$ cat config.mk
export PLATFORM = sky130hd
export DESIGN_NAME = multicycle_ctrl_fsm
export DESIGN_NICKNAME = d
export VERILOG_FILES = /design/src/rtl/multicycle_ctrl_fsm.sv
export SDC_FILE = /design/constraint.sdc
export NUM_CORES = 1
export LEC_CHECK = 0
export BUFFER_PORTS_ARGS = -buffer_cell sky130_fd_sc_hd__buf_2
export CAP_MARGIN = 20
export CORE_AREA = 2 2 58 60
export DETAILED_ROUTE_END_ITERATION = 6
export DIE_AREA = 0 0 60 62
export GPL_TIMING_DRIVEN = 0
export PLACE_DENSITY_LB_ADDON = 0.15
export SYNTH_ARGS = -nofsm -noshare
export SYNTH_HDL_FRONTEND = slang
export SYNTH_SLANG_ARGS = --single-unit
$ cat constraint.sdc
create_clock -name clk -period 4.1 [get_ports clk]
set_input_delay 1.025 -clock clk [delete_from_list [all_inputs] [get_ports clk]]
set_output_delay 1.025 -clock clk [all_outputs]
set_load 0.05 [all_outputs]
$ cat src/rtl/multicycle_ctrl_fsm.sv
// Multicycle main control FSM: fetch/decode/execute/memory/writeback sequencing
// with registered Moore outputs and a data-memory ready timeout.
module multicycle_ctrl_fsm #(
    parameter int unsigned MEM_TIMEOUT = 15
) (
    input  logic        clk,
    input  logic        reset,
    input  logic [15:0] instr,
    input  logic        memReady,
    output logic        regW,
    output logic        flagUpdate,
    output logic        PCS,
    output logic        pcWrite,
    output logic        irWrite,
    output logic        memRd,
    output logic        memW,
    output logic        adrSrc,
    output logic        aluSrcA,
    output logic [1:0]  aluSrcB,
    output logic [2:0]  aluControl,
    output logic [1:0]  resultSrc,
    output logic        halted,
    output logic        memErr
);

    typedef enum logic [3:0] {
        S_FETCH,
        S_DECODE,
        S_EXEC_R,
        S_EXEC_I,
        S_ALU_WB,
        S_MEM_ADR,
        S_MEM_RD,
        S_MEM_WB,
        S_MEM_WR,
        S_BRANCH,
        S_HALTED
    } state_t;

    typedef struct packed {
        logic       regW;
        logic       flagUpdate;
        logic       PCS;
        logic       pcWrite;
        logic       irWrite;
        logic       memRd;
        logic       memW;
        logic       adrSrc;
        logic       aluSrcA;
        logic [1:0] aluSrcB;
        logic [2:0] aluControl;
        logic [1:0] resultSrc;
        logic       halted;
    } ctrl_t;

    localparam logic [7:0] LP_LAST = 8'(MEM_TIMEOUT - 1);

    // Outputs are registered from the next state so they line up with r_state.
    function automatic ctrl_t f_ctrl(input state_t s, input logic [3:0] op,
                                     input logic sb);
        ctrl_t c;
        c = '0;
        case (s)
            S_FETCH: begin
                c.irWrite = 1'b1;
                c.pcWrite = 1'b1;
                c.aluSrcB = 2'd2;
            end
            S_EXEC_R: begin
                c.aluSrcA    = 1'b1;
                c.aluControl = (op == 4'h7) ? 3'd1 : op[2:0];
                c.flagUpdate = (op == 4'h7) | sb;
            end
            S_EXEC_I: begin
                c.aluSrcA    = 1'b1;
                c.aluSrcB    = 2'd1;
                c.flagUpdate = sb;
            end
            S_ALU_WB: begin
                c.regW      = 1'b1;
                c.resultSrc = 2'd2;
            end
            S_MEM_ADR: begin
                c.aluSrcA = 1'b1;
                c.aluSrcB = 2'd1;
            end
            S_MEM_RD: begin
                c.memRd  = 1'b1;
                c.adrSrc = 1'b1;
            end
            S_MEM_WR: begin
                c.memW   = 1'b1;
                c.adrSrc = 1'b1;
            end
            S_MEM_WB: begin
                c.regW      = 1'b1;
                c.resultSrc = 2'd1;
            end
            S_BRANCH: begin
                c.aluSrcB = 2'd1;
                c.pcWrite = (op == 4'hB);
                c.PCS     = (op == 4'hC);
            end
            S_HALTED: c.halted = 1'b1;
            default: ;
        endcase
        return c;
    endfunction

    state_t     r_state;
    state_t     w_nxt;
    ctrl_t      r_ctrl;
    logic [7:0] r_cnt;
    logic       r_memErr;
    logic [3:0] w_op;
    logic       w_sb;
    logic       w_wait;
    logic       w_timeout;
    logic       w_unused;

    assign w_op      = instr[15:12];
    assign w_sb      = instr[11];
    assign w_unused  = ^instr[10:0];
    assign w_wait    = (r_state == S_MEM_RD) || (r_state == S_MEM_WR);
    assign w_timeout = w_wait && !memReady && (r_cnt == LP_LAST);

    always_comb begin
        w_nxt = r_state;
        case (r_state)
            S_FETCH:  w_nxt = S_DECODE;
            S_DECODE: begin
                case (w_op)
                    4'h0, 4'h1, 4'h2, 4'h3,
                    4'h4, 4'h5, 4'h6, 4'h7: w_nxt = S_EXEC_R;
                    4'h8:                   w_nxt = S_EXEC_I;
                    4'h9, 4'hA:             w_nxt = S_MEM_ADR;
                    4'hB, 4'hC:             w_nxt = S_BRANCH;
                    4'hE:                   w_nxt = S_HALTED;
                    default:                w_nxt = S_FETCH;
                endcase
            end
            S_EXEC_R:  w_nxt = (w_op == 4'h7) ? S_FETCH : S_ALU_WB;
            S_EXEC_I:  w_nxt = S_ALU_WB;
            S_MEM_ADR: w_nxt = (w_op == 4'h9) ? S_MEM_RD : S_MEM_WR;
            S_MEM_RD: begin
                if (memReady)       w_nxt = S_MEM_WB;
                else if (w_timeout) w_nxt = S_HALTED;
            end
            S_MEM_WR: begin
                if (memReady)       w_nxt = S_FETCH;
                else if (w_timeout) w_nxt = S_HALTED;
            end
            S_ALU_WB, S_MEM_WB, S_BRANCH: w_nxt = S_FETCH;
            S_HALTED: w_nxt = S_HALTED;
            default:  w_nxt = S_FETCH;
        endcase
    end

    always_ff @(posedge clk) begin
        if (reset) begin
            r_state  <= S_FETCH;
            r_ctrl   <= f_ctrl(S_FETCH, 4'h0, 1'b0);
            r_cnt    <= 8'd0;
            r_memErr <= 1'b0;
        end else begin
            r_state <= w_nxt;
            r_ctrl  <= f_ctrl(w_nxt, w_op, w_sb);
            if (w_timeout) r_memErr <= 1'b1;
            if ((w_nxt == S_MEM_RD || w_nxt == S_MEM_WR) && w_nxt != r_state)
                r_cnt <= 8'd0;
            else if (w_wait && !memReady)
                r_cnt <= r_cnt + 8'd1;
        end
    end

    assign regW       = r_ctrl.regW;
    assign flagUpdate = r_ctrl.flagUpdate;
    assign PCS        = r_ctrl.PCS;
    assign pcWrite    = r_ctrl.pcWrite;
    assign irWrite    = r_ctrl.irWrite;
    assign memRd      = r_ctrl.memRd;
    assign memW       = r_ctrl.memW;
    assign adrSrc     = r_ctrl.adrSrc;
    assign aluSrcA    = r_ctrl.aluSrcA;
    assign aluSrcB    = r_ctrl.aluSrcB;
    assign aluControl = r_ctrl.aluControl;
    assign resultSrc  = r_ctrl.resultSrc;
    assign halted     = r_ctrl.halted;
    assign memErr     = r_memErr;

endmodule

**Yosys cells after proc, flatten, opt, wreduce, memory -nomap -nowiden**

Memory sizes are Yosys's and may differ from the RTL's.
Index checks and enable logic that the tools add are counted.

- Add/subtract/negate cells: 1
- Eq/ne operators: 22
- Multiplexer cells: 18
- Bitwise gates (word level): 3
- Reductions and logical operators: 16

Operators by type and width:

| cell | number |
|---|---|
| $eq 4x4->1 const B | 8 |
| $pmux 4 s8 | 1 |
| $eq 4x3->1 const B | 7 |
| $eq 4x2->1 const B | 4 |
| $mux 4 | 4 |
| $reduce_or 2->1 | 5 |
| $reduce_or 3->1 | 3 |
| $add 8x1->8 const B | 1 |
| $eq 8x4->1 const B | 1 |
| $logic_not 4->1 | 2 |
| $mux 1 | 8 |
| $pmux 2 s2 | 2 |
| $eq 4x1->1 const B | 1 |
| $ne 4x4->1 | 1 |
| $pmux 1 s2 | 2 |
| $logic_and 1x1->1 | 3 |
| $mux 3 | 1 |
| $logic_or 1x1->1 | 2 |
| $not 1->1 | 2 |
| $logic_not 1->1 | 1 |
| $or 1x1->1 | 1 |

- Flip-flop bits (word level): 30
- Memory bits (read-only): 64
- Input port bits: 19
- Memories kept: 1

Memory list:

| memory | depth | width | read ports | clocked after Yosys merged registers in | write ports | line | text |
|---|---|---|---|---|---|---|---|
| (name not given) | 16 | 4 | 1 | 0 | 0 | 132 | `case (w_op)` |

**Depth between registers and ports, before layout**

- Depth after elaboration: 11
- Mapped depth: 9
- Depth with buffers taken out: 8

**Worst setup path before layout**

No wires, ideal clock.

- Path type: input to register
- Start point: input port instr[15]
- End point: register r_cnt[0]
- Setup time: 0.147 ns
- Data arrival time: 2.849 ns
- Data required time: 3.953 ns
- Path slack: 1.104 ns
- Cell stages on the path: 8
- Buffers on the path: 2
- Cell sequence: buf_2 nor2b_1 a21oi_1 or4_1 and2_1 clkbuf_1 o32ai_2 a211oi_1

- Word-level cells in the longest chain between the ends: 7

RTL lines:

| what | line | text |
|---|---|---|
| from (decl) | 8 | `input logic [15:0] instr,` |
| branches (longest 2 deep; another with $mem_v2 16x4) | -- |  |
| $pmux 4 s8 (*) | 129 | `case (r_state)` |
| $eq 4x3->1 or $eq 4x4->1 (tied branches) | 169 | `if ((w_nxt == S_MEM_RD \|\| w_nxt == S_MEM_WR) && w_nxt != r_state)` |
| $logic_or 1x1->1 | 169 |  |
| $logic_and 1x1->1 (*) | 169 |  |
| $reduce_or 2->1 (no line) (*) | -- |  |
| to (signal assigned) | 172 | `r_cnt <= r_cnt + 8'd1;` |
| to (decl) | 113 | `logic [7:0] r_cnt;` |

Mark *: on every way between the ends.
A chain may end at the register's enable or synchronous reset.

**Worst setup path in the final report**

- Start point: input port instr[12]
- End point: register r_cnt[6]

The elaborated chain is that of the path after synthesis.

==> flow_summary.toml <==
[cts]
clk_latency_ns = 0.32
cts_resized = 0
tritoncts = "yes"
clock_sinks = 29
clk_pin_slew_ns = 0.09
clockRootBuffer = "clkbuf_4"
cts_hold_buf = 0
cts_buffers = 5
cts_setup_buffers = 0
htreeDepth = 2
clockBufferDepth = 2

[drt]
wire_per_inst_um = 12.9
routed_wl_um = 3220
ant_nets = 0
viasPerCell = 5.51
drtIter0Drc = 40
drc = 0
vias = 1371
first_pass_iters = 4

[place]
dp.cells = 241
finalWeightedCongestion = 0.833
pre_cts_ws_ns = 0.604
placed_cell_area_um2 = 1670
post-dp-hpwl_um = 2410
io_buffers = 24

[synthesis]
synth-seq-cells = 29
syn-num-nets = 196
syn_avg_cell_area_um2 = 8.74
ys_types = 45
yosysWarnings = 0
seq_area_frac_synth_pct = 38.8
synth_edf_count = 0
synth_flop_cell = "dfxtp_1"
synthArstFlopShare_pct = 0
synth_cells = 171
syn_area_um2 = 1500

[global_route]
grt_max_degree = 11
overflow = 0
antenna_found_initial = 0
top_usage_layer = "met2"
use_met2_pct = 29.5
grtUsageMet3_pct = 3.73
use_met1_pct = 25.4
grt_util_all_layers_pct = 19.2
grt_pass1_vias = 1161
grt_pass1_wl_um = 5320

[final_layout]
nFillCells = 307
postLayoutCellArea_um2 = 1740
antenna_cells = 0
area_delta_synth_final_pct = 16.6
finalNonFillerCells = 249
final_core_util_pct = 54.8
nets = 227
drive_gt1_share_pct = 21.2
mostFrequentLayoutCells = "dfxtp_1 (29), buf_2 (29), nor2_1 (14)"

[setup_path]
cp.required_ns = 4.27
cp_max_fo = 9
slowest_stage = "a222oi_1"
cp_cell_sequence = "buf_2, inv_1, ha_1, a21bo_2, a211o_1, a222oi_1, nand2_1, o32ai_2, a211oi_1"
critPathMaxStageDelay_ns = 0.66
critPathKind = "input port to flip-flop"
cp-start-kind = "input port"
cp-end-kind = "flip-flop"
arrival_ns = 3.36
reg2reg_slack_ns = 1.29

[timing]
fin_crit_sh_pct = 77.6
setup_slack_ns = 0.917
fmax_mhz = 314
period_minus_slack_ns = 3.18
fin_tns_setup_ns = 0
finalMaxSlewViolations = 0
report.final.setup_viol = 0
timing.slew.headroom_pct = 43.9
worst_pin_slew_ns = 0.842
skew_ns = 0.0133
hold_viol = 0
rsz0062_at_grt = "false"

[die]
start_util_pct = 47.0
die_h_um = 62
core_um2 = 3180
die-area_um2 = 3720
die_w_um = 60
rows = 21
ios = 37

[power_and_ir_drop]
power.leakage_nw = 0.731
max-vdd-ir-drop_v = 0.000116
cellPowerDensity_nw_per_um2 = 372

[run]
maxCapViolations = 0

[min_path]
min_path_type = "flip-flop to flip-flop"

[run_status]
status = "finished clean"
==> logic make-up after synthesis <==
| family | Yosys count | synth area share (%) |
|---|---|---|
| compound gates | 43 | 20.9 |
| xor+xnor | 9 | 5.27 |
| fa+ha+maj | 6 | 5.02 |
| mux | 2 | 1.34 |
| buf+inv | 18 | 5.19 |
| simple gates | 64 | 23.4 |
| flops | 29 | 38.8 |
==> synthesized netlist by cell type (all sizes together), types with 3 or more instances <==
cell	n	area share, %
xnor2	5	2.9
nand4	3	1.3
a211oi	7	3.5
nand2	9	2.3
o2111ai	3	2.2
nor3	7	2.3
o21ai	6	2.0
and2	3	1.3
ha	6	5.0
nand3	5	1.7
nand2b	3	1.3
nor3b	5	2.5
xor2	4	2.3
nor2b	3	1.3
clkbuf	4	1.0
dfxtp	29	39
inv	8	2.0
a21oi	10	3.3
buf	6	2.2
nor2	14	3.5
==> area by class of cell <==
type	count	area, µm²	area share [%]
multi-input combinational	124	837	48.0
tap	46	57.6	3.30
timing repair buffer	24	120	6.89
buffer	10	47.5	2.73
sequential	29	581	33.3
clock inverter	1	5.00	0.287
inverter	8	30.0	1.72
clock buffer	7	65.1	3.73
==> path summary, 6_finish.rpt <==
| path | from | to | cells after the start |
|---|---|---|---|
| worst max-delay path | instr[12] | r_cnt[6] | 9 |
| worst min-delay path | memErr | memErr | 2 |
| worst max register to register | r_cnt[0] | r_cnt[6] | 9 |
| worst min register to register | memErr | memErr | 2 |
==> report_power, final <==
group	internal [mW]	switching, mW	leakage, nW
clock network	0.0993	0.0945	0.0413
registers	0.293	0.00600	0.235
logic	0.0474	0.109	0.455
total	0.440	0.209	0.731
==> state kept, by name, summed over array words and instances (netlist names) <==
signal / count
flagUpdate: 1
memErr: 1
r_cnt: 8
aluSrcB: 1
adrSrc: 1
aluSrcA: 1
regW: 1
memW: 1
aluControl: 3
resultSrc: 2
memRd: 1
irWrite: 1
PCS: 1
r_state: 4
halted: 1
pcWrite: 1
==> critical path, delay by kind of cell <==
family	cells	cell delay, ns
buffers and inverters	2	0.20
adders and majority gates	1	0.19
AOI/OAI and AO/OA	5	1.69
and+or+nand+nor	1	0.25
==> through the flow <==
| stage | hold slack (ns) | power, mW |
|---|---|---|
| 6_report | 0.502 | 0.649 |
| 5_1_grt | 0.547 | 0.688 |
| 4_1_cts | 0.500 | 0.654 |
| 3_5_place_dp | 0.479 | 0.460 |
| 3_3_place_gp | 0.460 | 0.459 |
| 2_1_floorplan | 0.523 | 0.425 |
==> routing by layer <==
layer	wire length, µm	share of wire (%)
met1	1560	49
met2	1520	47
met3	112	3.5
met4	17	0.53
met5	0	0
Note: power is estimated with default switching activity, not from simulation.
